--- src/rtl/inst_fetch.sv ---
// Instruction fetch stage: 256x9 instruction store with serial program load,
// LOAD -> RUN -> HALTED sequencing and a registered instruction/opcode output.
module inst_fetch #(
  parameter int unsigned    IW        = 9,
  parameter int unsigned    AW        = 8,
  parameter int unsigned    DEPTH     = 256,
  parameter logic [IW-1:0]  HALT_WORD = 9'h1FF,
  parameter logic [IW-1:0]  NOP_WORD  = 9'h000
) (
  input  logic          clk,
  input  logic          reset,
  input  logic [AW-1:0] PC,
  input  logic          load_valid,
  input  logic [IW-1:0] load_data,
  input  logic          load_last,
  input  logic          start_load,
  input  logic          restart,
  output logic          load_ready,
  output logic          cpu_rst,
  output logic [IW-1:0] instr,
  output logic [2:0]    op,
  output logic          instr_valid,
  output logic          done,
  output logic          load_err,
  output logic [15:0]   cycle_cnt
);

  localparam int unsigned CW = 16;
  localparam logic [CW-1:0] CNT_MAX  = 16'hFFFF;
  localparam logic [AW-1:0] LAST_ADDR = AW'(DEPTH - 1);

  localparam logic [1:0] ST_LOAD = 2'd0;
  localparam logic [1:0] ST_RUN  = 2'd1;
  localparam logic [1:0] ST_HALT = 2'd2;

  logic [1:0]    state_q, state_d;
  logic [AW-1:0] load_addr_q, load_addr_d;
  logic [IW-1:0] instr_q, instr_d;
  logic          instr_valid_q, instr_valid_d;
  logic          load_err_q, load_err_d;
  logic [CW-1:0] cycle_cnt_q, cycle_cnt_d;
  logic          mem_we;
  logic [IW-1:0] rd_word;

  logic [IW-1:0] mem_q [DEPTH];

  // Asynchronous read; the full-width PC always addresses a valid word.
  assign rd_word = mem_q[PC];

  // Next-state and datapath control.
  always_comb begin
    state_d       = state_q;
    load_addr_d   = load_addr_q;
    instr_d       = NOP_WORD;
    instr_valid_d = 1'b0;
    load_err_d    = load_err_q;
    cycle_cnt_d   = cycle_cnt_q;
    mem_we        = 1'b0;

    case (state_q)
      ST_LOAD: begin
        if (load_valid) begin
          mem_we      = 1'b1;
          load_addr_d = AW'(load_addr_q + 1'b1);
          if (load_addr_q == LAST_ADDR) begin
            load_err_d = 1'b1;
          end
          if (load_last) begin
            state_d     = ST_RUN;
            cycle_cnt_d = '0;
          end
        end
      end

      ST_RUN: begin
        instr_d       = rd_word;
        instr_valid_d = 1'b1;
        if (cycle_cnt_q != CNT_MAX) begin
          cycle_cnt_d = CW'(cycle_cnt_q + 1'b1);
        end
        if (rd_word == HALT_WORD) begin
          state_d = ST_HALT;
        end
      end

      ST_HALT: begin
        if (start_load) begin
          state_d     = ST_LOAD;
          load_addr_d = '0;
          load_err_d  = 1'b0;
        end else if (restart) begin
          state_d     = ST_RUN;
          cycle_cnt_d = '0;
        end
      end

      default: begin
        state_d = ST_LOAD;
      end
    endcase
  end

  // Control and output registers.
  always_ff @(posedge clk) begin
    if (reset) begin
      state_q       <= ST_LOAD;
      load_addr_q   <= '0;
      instr_q       <= NOP_WORD;
      instr_valid_q <= 1'b0;
      load_err_q    <= 1'b0;
      cycle_cnt_q   <= '0;
    end else begin
      state_q       <= state_d;
      load_addr_q   <= load_addr_d;
      instr_q       <= instr_d;
      instr_valid_q <= instr_valid_d;
      load_err_q    <= load_err_d;
      cycle_cnt_q   <= cycle_cnt_d;
    end
  end

  // Instruction store survives reset so a partial load is retained.
  always_ff @(posedge clk) begin
    if (mem_we && !reset) begin
      mem_q[load_addr_q] <= load_data;
    end
  end

  assign load_ready  = (state_q == ST_LOAD);
  assign cpu_rst     = (state_q != ST_RUN);
  assign done        = (state_q == ST_HALT);
  assign instr       = instr_q;
  assign op          = instr_q[8:6];
  assign instr_valid = instr_valid_q;
  assign load_err    = load_err_q;
  assign cycle_cnt   = cycle_cnt_q;

endmodule
--- config.mk ---
export PLATFORM = sky130hd
export DESIGN_NAME = inst_fetch
export DESIGN_NICKNAME = d
export VERILOG_FILES = /design/src/rtl/inst_fetch.sv
export SDC_FILE = /design/constraint.sdc
export NUM_CORES = 2
export LEC_CHECK = 0
export ABC_AREA = 1
export BUFFER_PORTS_ARGS = -buffer_cell sky130_fd_sc_hd__buf_2
export CORE_MARGIN = 2
export CORE_UTILIZATION = 50
export DETAILED_ROUTE_END_ITERATION = 8
export PLACE_DENSITY_LB_ADDON = 0.2
export SLEW_MARGIN = 20
export SYNTH_ARGS = -nofsm -noshare
export SYNTH_HDL_FRONTEND = slang
export SYNTH_SLANG_ARGS = --single-unit
--- constraint.sdc ---
create_clock -name clk -period 3.04 [get_ports clk]
set_clock_uncertainty 0.1 [all_clocks]
set_input_delay 0.152 -clock clk [delete_from_list [all_inputs] [get_ports clk]]
set_output_delay 0.152 -clock clk [all_outputs]
set_load 0.03 [all_outputs]
== Yosys cells after proc, flatten, opt, wreduce, memory -nomap -nowiden ==
Memory sizes are Yosys's and may differ from the RTL's.
Index checks and enable logic that the tools add are counted.

* Register bits after elaboration: 37
* Memory bits (writable): 2304
* Input bits: 23
* Logic and storage cells: 59
* Memories kept: 1

{| class="wikitable"
|+ Memory list
! memory !! depth !! bits a word !! rd ports !! clocked after Yosys merged registers in !! wr ports !! RTL line !! source
|-
| mem_q || 256 || 9 || 1 || 0 || 1 || 45 || <nowiki>logic [IW-1:0] mem_q [DEPTH];</nowiki>
|}

* Add/subtract/negate cells: 2
* Eq/ne operators: 15
* Multiplexer cells: 24
* Bitwise gates (word level): 1
* Reduce and logical (&&, ||, !) cells: 10

{| class="wikitable"
|+ Operators with widths
! cell !! count
|-
| 16-bit 2-to-1 mux || 5
|-
| 16-bit case mux with 3 select lines || 1
|-
| 16-bit by 1-bit adder with 16-bit output, second input constant || 1
|-
| 8-bit 2-to-1 mux || 2
|-
| 16-bit inequality test, second input constant || 1
|-
| 8-bit case mux with 2 select lines || 1
|-
| 2-bit inequality test, second input constant || 7
|-
| 2-bit 2-to-1 mux || 5
|-
| 9-bit equality test, second input constant || 1
|-
| 8-bit by 1-bit adder with 8-bit output, second input constant || 1
|-
| 8-bit equality test, second input constant || 1
|-
| 1-bit 2-to-1 mux || 8
|-
| 4-bit AND reduction || 2
|-
| 2-bit case mux with 3 select lines || 1
|-
| 6-bit AND reduction || 1
|-
| 2-bit by 1-bit inequality test with 1-bit output, second input constant || 2
|-
| 3-bit inequality test, second input constant || 1
|-
| 3-bit AND reduction || 1
|-
| 3-bit nonzero test || 1
|-
| 2-bit by 1-bit equality test with 1-bit output, second input constant || 1
|-
| 2-bit equality test, second input constant || 1
|-
| 2-bit logical NOT || 1
|-
| 1-bit case mux with 2 select lines || 1
|-
| 2-bit nonzero test || 1
|-
| other kinds (4) || 4
|}

== Depth between registers and ports, before layout ==
* Depth after elaboration: 5
* Gate-level depth with buffers: 21

== Least setup slack after synthesis ==
No wires, ideal clock.

* Path kind: register -> register
* Start point: register state_q[1]
* End point: memory mem_q[10][0], enable pin
* Arrival time: 2387 ps
* Data required time: 2566 ps
* Slack: 179 ps
* Stages on the path, launching flop included: 9
* Buffers on the path: 1
* Period minus slack after synthesis: 2861 ps
* Cell sequence: dfxtp_1 nor2_1 nand2_1 nor2_1 inv_1 nor3_1 nand3_1 clkbuf_1 nor2_1

* Cells in the longest elaborated chain, start to end: 5

{| class="wikitable"
|+ RTL lines
! element !! RTL line !! source
|-
| start, declared || 36 || <nowiki>logic [1:0] state_q, state_d;</nowiki>
|-
| start signal, assigned || 113 || <nowiki>state_q <= state_d;</nowiki>
|-
| 2-bit logical NOT || n/a ||
|-
| named net load_ready || 18 || <nowiki>output logic load_ready,</nowiki>
|-
| 1-bit 2-to-1 mux || 60 || <nowiki>case (state_q)</nowiki>
|-
| 1-bit logical AND || 124 || <nowiki>if (mem_we && !reset) begin</nowiki>
|-
| 1-bit 2-to-1 mux || 124 ||
|-
| 1-bit 2-to-1 mux (implied by the code) || 125 || <nowiki>mem_q[load_addr_q] <= load_data;</nowiki>
|-
| end, declared || 45 ||
|}

The timed path passes the listed nets, and every way through them passes these cells.

== Worst setup path after layout ==
* Start point: memory mem_q[218][2]
* End point: register state_q[1]

* Cells in the longest elaborated chain, start to end: 4

{| class="wikitable"
|+ RTL lines
! element !! RTL line !! source
|-
| memory read 256 x 9 bit || n/a ||
|-
| 9-bit equality test || 81 || <nowiki>if (rd_word == HALT_WORD) begin</nowiki>
|-
| 2-bit inequality test (no line) || n/a ||
|-
| 4-bit AND reduction (no line) || n/a ||
|}

No other way between the ends.
A chain may end at the register's enable or synchronous reset.

==> results.txt <==
Status = completed
Initial DRC count = 8,433
Top post-synthesis cells by area = edfxtp_1 73%, nand3_1 12%, nand2_1 9.1%
Most frequent cell after synthesis = edfxtp_1
Post-synthesis mux area share = 0
WL met3 = 25.52 mm
Site Rows = 159
Post-DP Area = 102,300 sq um
Synth top area share = 0.7310
Post-Route Utilization = 0.5859
Worst setup EP type = flop
Initial Utilization = 0.5035
RePlAce Congestion = 0.9494
Simple-gate share of the synthesized area = 0.2237
Crit path largest cell delay = 560 ps
Maxcap violations = 0
Pre-CTS WS = -175.1 ps
GRT Util Overall = 0.2812
DIE HEIGHT = 439.1 um
Synth cell types = 27
First-pass DRT Iterations = 6
Reg2reg setup slack = 50 ps
Mapped cell area = 94,650 sq um
Startpoint types = flop
Main combinational cell family by area after synthesis = simple AND/OR/NAND/NOR gates
Wirelength per Cell = 24.62 um
CP Capture Point = state_q[1]
CTS H-tree lvls = 4
Crit Path Max Fanout = 2
DRC violations left = 0
Fin crit share = 0.9827
Synth top cells by count = 2,304 x edfxtp_1, 2,302 x nand2_1, 2,214 x nand3_1, 339 x nor2_1, 287 x buf_2
CP Cell Sequence = nand2_1 -> nand3_1 -> nand3_1 -> nand3_1 -> nand3_1 -> nand3_1 -> nand3_2 -> buf_4 -> nand3_1 -> nand2_1 -> nor2_1 -> nand2_1 -> nor2_1 -> buf_4 -> nand4_1 -> a21oi_1 -> dlygate4sd3_1
Crit Reg-Reg Startpoint = mem_q[218][2]
Placeable Area = 188,000 sq um
Final Non-Filler Cells = 11,110
Endpoints failing setup = 0
Adder-Cell Fraction of Synth Area = 0.0006610
CP Launch Point = mem_q[218][2]
Total Routed Length = 273.5 mm
Worst-skew pair later-pin latency = 910 ps
YS warnings = 0
Finished Cell Area = 110,100 sq um
Vias per Instance = 5.824
Hold path cells = 7
Rel. slew slack = 0.3657
Clk sinks = 2,341
Largest net degree at the start of global routing = 108
Area leader, netlist = edfxtp_1
Register area share after synthesis = 0.7388
I/O pins = 56
Max Used Layer = met5
Post-synth ARST share = 0
Xor/xnor cell area share of the yosys netlist = 0
Initial antenna violation count = 10
Post-CTS setup buffers = 0
Total global routing overflow = 0
Top FF cell, synth = edfxtp_1
Max Root-Sink Buffers = 3
FF+latch count, synth = 2,341
Worst-path clk slew = 60 ps
Leak = 39.31 nW
Crit path kind = flop to flop
Share of cells above drive strength 1 = 0.1272
Power density over the cells = 619.0 nW/um^2
CTS tree = built
Fin nets = 8,442
IO buf count = 55
Die area = 192,800 sq um
Met1 WL = 110.8 mm
Slew at the pin with the worst max-slew slack = 951.5 ps
F_max = 334.8 MHz
Area Overhead vs Synth = 16.37%
Final hold viol count = 0
Gate Count Post-Synth = 7,992
Synthesized Nets = 8,020
Vias in the first global route = 61,850
Via count = 64,690
Worst hold-check path type = input pin to flop
Fillers = 15,070
Critical path's most frequent cell = nand3_1
Antenna-violating nets left = 0
Syn Area/Cell = 11.84 sq um
R2r worst-path depth = 17
Number of flops mapped to enable cells by yosys = 2,304
Detail Placement HPWL = 169.4 mm
WP data required = 3780 ps
Final setup margin = 52.70 ps
CTS buffer count = 231
Wire length on met2 = 126.4 mm
Post-layout min period = 2987 ps
Crit path DAT = 3730 ps
VDD IR max = 0.5550 mV
Dpl cells = 10,660
First-pass GRT wire length = 403.8 mm
Final Max Slew Viols = 0
Die W = 439.1 um
Slowest-stage cell, CP = dlygate4sd3_1
Clk root buf = clkbuf_16
Synth Area in Compound Gates = 0.008209
R2R Path End = state_q[1]
cell usage in the layout, fill, tap and decap left out, drive strengths merged, types with 2 or more instances in the layout:
cell         count
o22ai           24
buf            714
a21oi           39
nor3            19
nor3b            6
nand2         2302
nor2           339
clkinv          99
o21ai           74
edfxtp        2304
clkinvlp         6
clkbuf         307
diode            4
nand4            2
ha               5
nor4             4
dfxtp           37
bufinv          14
inv             73
a31oi            3
nand3         2214
dlygate4sd3     18
layout make-up:
| type | count | area [sq um] | share of cell area |
|---|---|---|---|
| clock buffer | 307 | 6247 | 0.05672 |
| multi-input combinational | 5036 | 22270 | 0.2022 |
| sequential | 2341 | 69930 | 0.6348 |
| tap | 2495 | 3122 | 0.02834 |
| antenna | 4 | 10.01 | 0.00009087 |
| inverter | 72 | 297.8 | 0.002703 |
| timing repair buffer | 732 | 7071 | 0.06419 |
| clock inverter | 120 | 1206 | 0.01095 |
stage by stage:
stage          power, W  hold slack (ps)  setup TNS [ps]
4_1_cts         0.06841            7.368               0
6_report        0.06818            177.9               0
3_3_place_gp    0.04065            312.4          -527.4
2_1_floorplan   0.03832            121.1               0
3_5_place_dp    0.04070            319.9          -451.0
5_1_grt         0.06998            165.1          -34.53
state kept, by name, indices dropped and copies added (netlist names):
register,count
state_q,2
load_addr_q,8
instr_valid,1
load_err,1
cycle_cnt,16
instr,9
mem_q,2304
worst max-delay path, delay by kind of cell, from the launching register on:
family	cells	cell delay (ps)
AND/OR/NAND/NOR	13	1500
buffers and inverters	3	850
flip-flops	1	320
AO/OA/AOI/OAI	1	170
where the power goes:
group	switching [W]	internal, W
registers	0.0000118	0.0354
clock network	0.0124	0.0157
logic	0.00334	0.00133
worst min-delay path by stage:
stage	from	endpoint	slack, ps
floorplan	reset	state_q[1]	120
global placement	reset	state_q[1]	310
detailed placement	reset	state_q[1]	320
CTS	load_last	cycle_cnt[1]	7
global route	load_last	cycle_cnt[1]	170
finish	load_last	cycle_cnt[1]	180
metal layers:
metal | vias to the layer above | track usage
li1 | 29310 | -
met1 | 31810 | 0.3931
met2 | 3047 | 0.4368
met3 | 520 | 0.05581
met4 | 4 | 0.1084
met5 | - | 0
what timing repair did:
item / in CTS / in global routing
hold endpoints to repair: 2278 / 0
endpoints found under the setup margin: 0 / 2
hold buffers: 18 / 0
resized for setup: 0 / 39
cells by family after synthesis:
logic type | after synthesis
simple gates | 4886
flops | 2341
buf+inv | 615
compound gates | 145
fa+ha+maj | 5
(Power assumes the default switching activity.)
